[src/rtl/frame_mem_arb.sv]
// Shares one DRAM burst port between the frame read DMA and the frame write DMA, one burst at a time.
// Reads win by default; after RD_STREAK_MAX back-to-back reads with a write waiting, the write is granted.
// Define FRAME_MEM_ARB_STATS_EN to add the per-direction burst counters stat_rd_bursts/stat_wr_bursts.
module frame_mem_arb #(
  parameter int RD_STREAK_MAX = 4,
  parameter int LEN_W         = 8
) (
  input  logic             fclk,
  input  logic             rst,
  input  logic             rd_req,
  input  logic [31:0]      rd_addr,
  input  logic [LEN_W-1:0] rd_len,
  output logic             rd_ack,
  output logic             rd_done,
  input  logic             wr_req,
  input  logic [31:0]      wr_addr,
  input  logic [LEN_W-1:0] wr_len,
  output logic             wr_ack,
  output logic             wr_done,
  output logic             cmd_valid,
  input  logic             cmd_ready,
  output logic             cmd_write,
  output logic [31:0]      cmd_addr,
  output logic [LEN_W-1:0] cmd_len,
  input  logic             mem_done,
  output logic             err_spurious,
  output logic [1:0]       debug_state
`ifdef FRAME_MEM_ARB_STATS_EN
  ,
  output logic [31:0]      stat_rd_bursts,
  output logic [31:0]      stat_wr_bursts
`endif
);

  typedef enum logic [1:0] {
    IDLE  = 2'd0,
    ISSUE = 2'd1,
    BUSY  = 2'd2
  } state_t;

  localparam logic [7:0] STREAK_MAX = 8'(RD_STREAK_MAX);

  state_t           state_reg;
  logic [7:0]       streak_reg;
  logic             owner_reg;      // 0 = read DMA, 1 = write DMA
  logic             cmd_valid_reg;
  logic [31:0]      cmd_addr_reg;
  logic [LEN_W-1:0] cmd_len_reg;
  logic             err_reg;

  logic             grant_wr;
  logic             issue_fire;
  logic             burst_end;
  logic [1:0]       ack_vec;
  logic [1:0]       done_vec;

  // A waiting write only loses to a read until the read streak hits its cap.
  assign grant_wr   = wr_req && (!rd_req || (streak_reg == STREAK_MAX));
  assign issue_fire = (state_reg == ISSUE) && cmd_valid_reg && cmd_ready;
  assign burst_end  = (state_reg == BUSY) && mem_done;

  always_ff @(posedge fclk or posedge rst) begin
    if (rst) begin
      state_reg     <= IDLE;
      streak_reg    <= 8'd0;
      owner_reg     <= 1'b0;
      cmd_valid_reg <= 1'b0;
      cmd_addr_reg  <= 32'd0;
      cmd_len_reg   <= '0;
      err_reg       <= 1'b0;
    end else begin
      if (mem_done && (state_reg != BUSY))
        err_reg <= 1'b1;

      case (state_reg)
        IDLE: begin
          if (rd_req || wr_req) begin
            owner_reg     <= grant_wr;
            cmd_addr_reg  <= grant_wr ? wr_addr : rd_addr;
            cmd_len_reg   <= grant_wr ? wr_len : rd_len;
            cmd_valid_reg <= 1'b1;
            state_reg     <= ISSUE;
            if (grant_wr || !wr_req)
              streak_reg <= 8'd0;
            else if (streak_reg != STREAK_MAX)
              streak_reg <= streak_reg + 8'd1;
          end
        end
        ISSUE: begin
          if (cmd_ready) begin
            cmd_valid_reg <= 1'b0;
            state_reg     <= BUSY;
          end
        end
        BUSY: begin
          if (mem_done)
            state_reg <= IDLE;
        end
        default: begin
          cmd_valid_reg <= 1'b0;
          state_reg     <= IDLE;
        end
      endcase
    end
  end

  // Index 0 is the read requester, index 1 the write requester.
  for (genvar gi = 0; gi < 2; gi++) begin : g_req
    localparam logic OWN = (gi == 1);
    assign ack_vec[gi]  = issue_fire && (owner_reg == OWN);
    assign done_vec[gi] = burst_end && (owner_reg == OWN);
  end

  assign rd_ack       = ack_vec[0];
  assign wr_ack       = ack_vec[1];
  assign rd_done      = done_vec[0];
  assign wr_done      = done_vec[1];
  assign cmd_valid    = cmd_valid_reg;
  assign cmd_write    = owner_reg;
  assign cmd_addr     = cmd_addr_reg;
  assign cmd_len      = cmd_len_reg;
  assign err_spurious = err_reg;
  assign debug_state  = state_reg;

`ifdef FRAME_MEM_ARB_STATS_EN
  logic [31:0] stat_reg [2];

  for (genvar gi = 0; gi < 2; gi++) begin : g_stat
    always_ff @(posedge fclk or posedge rst) begin
      if (rst)
        stat_reg[gi] <= 32'd0;
      else if (done_vec[gi])
        stat_reg[gi] <= stat_reg[gi] + 32'd1;
    end
  end

  assign stat_rd_bursts = stat_reg[0];
  assign stat_wr_bursts = stat_reg[1];
`endif

endmodule

[config.mk]
export PLATFORM = sky130hd
export DESIGN_NAME = frame_mem_arb
export DESIGN_NICKNAME = d
export VERILOG_FILES = /design/src/rtl/frame_mem_arb.sv
export SDC_FILE = /design/constraint.sdc
export NUM_CORES = 1
export LEC_CHECK = 0
export ABC_AREA = 1
export BUFFER_PORTS_ARGS = -buffer_cell sky130_fd_sc_hd__buf_2
export CORE_ASPECT_RATIO = 1.25
export CORE_MARGIN = 3
export CORE_UTILIZATION = 49
export CTS_BUF_LIST = sky130_fd_sc_hd__clkbuf_8
export CTS_CLUSTER_SIZE = 16
export DETAILED_ROUTE_END_ITERATION = 10
export HOLD_SLACK_MARGIN = 0.06
export MAX_ROUTING_LAYER = met4
export PLACE_DENSITY_LB_ADDON = 0.2
export SETUP_SLACK_MARGIN = 0.4
export SYNTH_ARGS = -nofsm -noshare
export SYNTH_HDL_FRONTEND = slang
export SYNTH_SLANG_ARGS = --single-unit
[constraint.sdc]
create_clock -name fclk -period 1.9 [get_ports fclk]
set_clock_uncertainty 0.15 [all_clocks]
set_input_delay 0.38 -clock fclk [delete_from_list [all_inputs] [get_ports fclk]]
set_output_delay 0.38 -clock fclk [all_outputs]
set_load 0.01 [all_outputs]
==> flow_metrics.env <==
export IMPL_outcome="finished clean"
export IMPL_synth_compound_area_share_pct=2.53
export IMPL_diodes=0
export IMPL_syn_nets=535
export IMPL_finalCriticalPeriod_ns=1.88
export IMPL_synth_ff_type="dfrtp_1"
export IMPL_n_fill_cell=485
export IMPL_yosysSeqAreaShare_pct=43.3
export IMPL_fp_dieW_um=76.7
export IMPL_r2r_start="debug_state[1]"
export IMPL_grt_pass1_vias=3169
export IMPL_largest_register_ffs=32
export IMPL_endpoint_kind="output port"
export IMPL_grt_max_degree=32
export IMPL_synth_edf_count=0
export IMPL_pwr_share_clk_pct=12.4
export IMPL_num_vias=3337
export IMPL_cts_buffer_depth=2
export IMPL_finalPower_mw=5.08
export IMPL_cts_tree="yes"
export IMPL_powerDensity_nw_per_um2=1170
export IMPL_grt_overflow_total=0
export IMPL_vdd_drop_max_mv=0.610
export IMPL_cp_data_required_time_ns=1.37
export IMPL_cpPeakStageDelay_ns=0.43
export IMPL_hold_start="rd_addr[30]"
export IMPL_path_class="reg2out"
export IMPL_crit_arrival_ns=1.35
export IMPL_p_int_mw=2.91
export IMPL_fp_dieH_um=94.4
export IMPL_drive_gt1_share_pct=35.8
export IMPL_worstSkewPairLatency_ns=0.31
export IMPL_cp_slowest_cell="dfrtp_1"
export IMPL_antenna_found_initial=0
export IMPL_yosysWarnings=0
export IMPL_drcViolationCount=0
export IMPL_grt_pass1_wl_um=14800
export IMPL_setup_viol=0
export IMPL_fin_crit_sh_pct=99.0
export IMPL_worst_hold_path_type="in2reg"
export IMPL_synth_top_family_by_area="simple AND/OR/NAND/NOR gates"
export IMPL_routed_wl_um=9020
export IMPL_ant_nets=0
export IMPL_sw_frac_of_total_pct=42.6
export IMPL_fmax_mhz=531
export IMPL_syn_avg_cell_area_um2=6.85
export IMPL_crit_chain="inv_2, nor2_4, inv_2, nor4_2, buf_2"
export IMPL_gp_congestion=0.894
export IMPL_numCtsBuffers=5
export IMPL_ctsRootBufferMaster="clkbuf_8"
export IMPL_dpl_cell_area_um2=3810
export IMPL_port_buffers=134
export IMPL_cts_max_level=2
export IMPL_final_area_um2=4340
export IMPL_hold_viol_final=0
export IMPL_p_leak_nw=2.63
export IMPL_crit_path_frequent_cell="inv_2"
export IMPL_synth_fa_ha_area_share_pct=0.818
export IMPL_synth_seq_cells=53
export IMPL_startpoint="debug_state[0]"
export IMPL_areaGrowthSynthToFinish_pct=41.7
export IMPL_tightest_slew_ns=0.468
export IMPL_num_rows=31
export IMPL_firstDrtPassIters=5
export IMPL_grtUsageTotal_pct=26.3
export IMPL_synth_cell_types=23
export IMPL_setup_tns_ns=0
export IMPL_p_switching_mw=2.16
export IMPL_muxShareOfSynthArea_pct=0
export IMPL_whs_path_depth=5
export IMPL_synth_xor_area_share_pct=0.859
export IMPL_dp_hpwl_um=5760
export IMPL_syn_inst=447
export IMPL_wl_per_cell_um=13.2
export IMPL_startpoint_type="flip-flop"
export IMPL_clk_pin_slew_worst_paths_ns=0.10
export IMPL_ios=135
export IMPL_fp_coreArea_um2=5930
export IMPL_worst_r2r_cell_count=7
export IMPL_syn_area_um2=3060
export IMPL_drv_slew=0
export IMPL_slew_headroom_pct=68.8
export IMPL_seq_area_um2=1330
export IMPL_p_seq_share_pct=37.8
export IMPL_cp_max_fo=4
export IMPL_synthArstFlopShare_pct=100
export IMPL_drtIter0Drc=256
export IMPL_dieArea_um2=7240
export IMPL_cap_violations=0
export IMPL_viasPerCell=4.89
export IMPL_p_comb_share_pct=49.8
export IMPL_yosys_area_share_simple_pct=35.1
export IMPL_num_nets_final=687
export IMPL_start_util_pct=51.6
export IMPL_clock_sinks=53
export IMPL_rsz0062_at_grt="yes"
export IMPL_multi_input_area_um2=1480
stage by stage:
| stage | std cells | hold WS (ns) | util, % | setup WS, ns |
|---|---|---|---|---|
| CTS | 678 | 0.204 | 71.6 | 0.0970 |
| detailed placement | 651 | 0.311 | 64.3 | 0.185 |
| floorplan | 447 | 0.291 | - | 0.379 |
| global route | 682 | 0.224 | 73.1 | -0.0564 |
| finish | 682 | 0.204 | 73.1 | 0.0184 |
| global placement | 651 | 0.310 | 64.3 | 0.250 |
worst paths after layout:
| path | end | slack (ns) |
|---|---|---|
| hold / removal | cmd_addr[30] | 0.20 |
| max in group asynchronous | cmd_write | 0.73 |
| setup / recovery | rd_ack | 0.02 |
| hold reg to reg | cmd_addr[0] | 0.33 |
| min in group asynchronous | cmd_len[6] | 0.54 |
| setup reg to reg | cmd_len[4] | 0.17 |
placed cells by master, fill, tap and decap left out:
| master | Yosys | final |
|---|---|---|
| buf_2 | 7 | 133 |
| nand2_1 | 144 | 130 |
| inv_1 | 102 | 96 |
| nand3_1 | 87 | 86 |
| dfrtp_1 | 53 | 49 |
| buf_4 | 5 | 20 |
| nand2_2 | 0 | 14 |
| nor2_1 | 14 | 9 |
| nand2_8 | 0 | 8 |
| inv_2 | 1 | 6 |
| clkbuf_8 | 0 | 5 |
| o21ai_0 | 4 | 4 |
| dfrtp_2 | 0 | 4 |
| o21bai_1 | 3 | 3 |
| nor2_2 | 0 | 3 |
| buf_12 | 0 | 3 |
| buf_6 | 4 | 3 |
| o21ai_4 | 1 | 2 |
| nor2_4 | 0 | 2 |
| nand4_1 | 2 | 2 |
| xor2_1 | 2 | 2 |
| nor3_2 | 0 | 2 |
| clkinvlp_4 | 0 | 2 |
| clkinv_2 | 0 | 2 |
| nand3_4 | 0 | 1 |
| a21oi_1 | 1 | 1 |
| xnor2_1 | 1 | 1 |
| nor4_2 | 0 | 1 |
| nor4_4 | 0 | 1 |
| o21ai_2 | 1 | 1 |
| ha_4 | 0 | 1 |
| ha_1 | 2 | 1 |
| buf_16 | 0 | 1 |
| dlygate4sd3_1 | 0 | 1 |
cell type report:
cell class | count | area share, %
Clock buffer | 5 | 1.59
Clock inverter | 3 | 0.404
Inverter | 103 | 9.00
Multi-Input combinational cell | 275 | 34.1
Sequential cell | 53 | 30.7
Tap cell | 82 | 2.37
Timing Repair Buffer | 161 | 21.8
logic make-up (layout without fill, tap and decap cells):
logic type,Yosys count,after routing
DFF,53,53
AOI/OAI and AO/OA,11,11
xor gates and xnor gates,3,3
buffers and inverters,126,272
and+or+nand+nor,252,259
adders and majority gates,2,2
critical path, delay by kind of cell, from the launching register on:
family / cells / cell delay, ns
simple gates: 2 / 0.29
buf+inv: 3 / 0.32
flops: 1 / 0.43
synth_stat cells (2+ instances only):
library cell	n	area, µm²
xor2_1	2	17.5
ha_1	2	25.0
o21bai_1	3	22.5
nand4_1	2	12.5
clkbuf_1	7	26.3
buf_6	4	45.0
nor4_1	2	12.5
nor3_1	2	10.0
nand3_1	87	435
dfrtp_1	53	1330
o21ai_0	4	20.0
inv_1	102	383
buf_2	7	35.0
nand2_1	144	541
nor2_1	14	52.6
buf_4	5	37.5
what timing repair did:
item,4_1_cts,5_1_grt
resized for setup,35,17
endpoints found under the setup margin,52,56
endpoints found under the hold margin,53,0
pin swaps,2,5
gates cloned,8,0
hold buffers,1,0
setup buffers,10,4
routing by layer:
layer	GRT usage [%]	vias up	share of wire (%)
met5	-	-	0
met4	8.91	0	1.9
met3	3.53	14	6.3
met2	43.7	136	51
met1	33.4	1539	41
li1	-	1648	-
power groups by stage:
stage,clock [mW],sequential (mW),combinational (mW)
after detailed placement,0,1.92,2.20
after CTS,0.641,1.90,2.46
final,0.629,1.92,2.53
after floorplan,0,2.12,1.12
after global placement,0,1.92,2.12
after global routing,0.680,1.98,2.82
(Power assumes the default switching activity.)
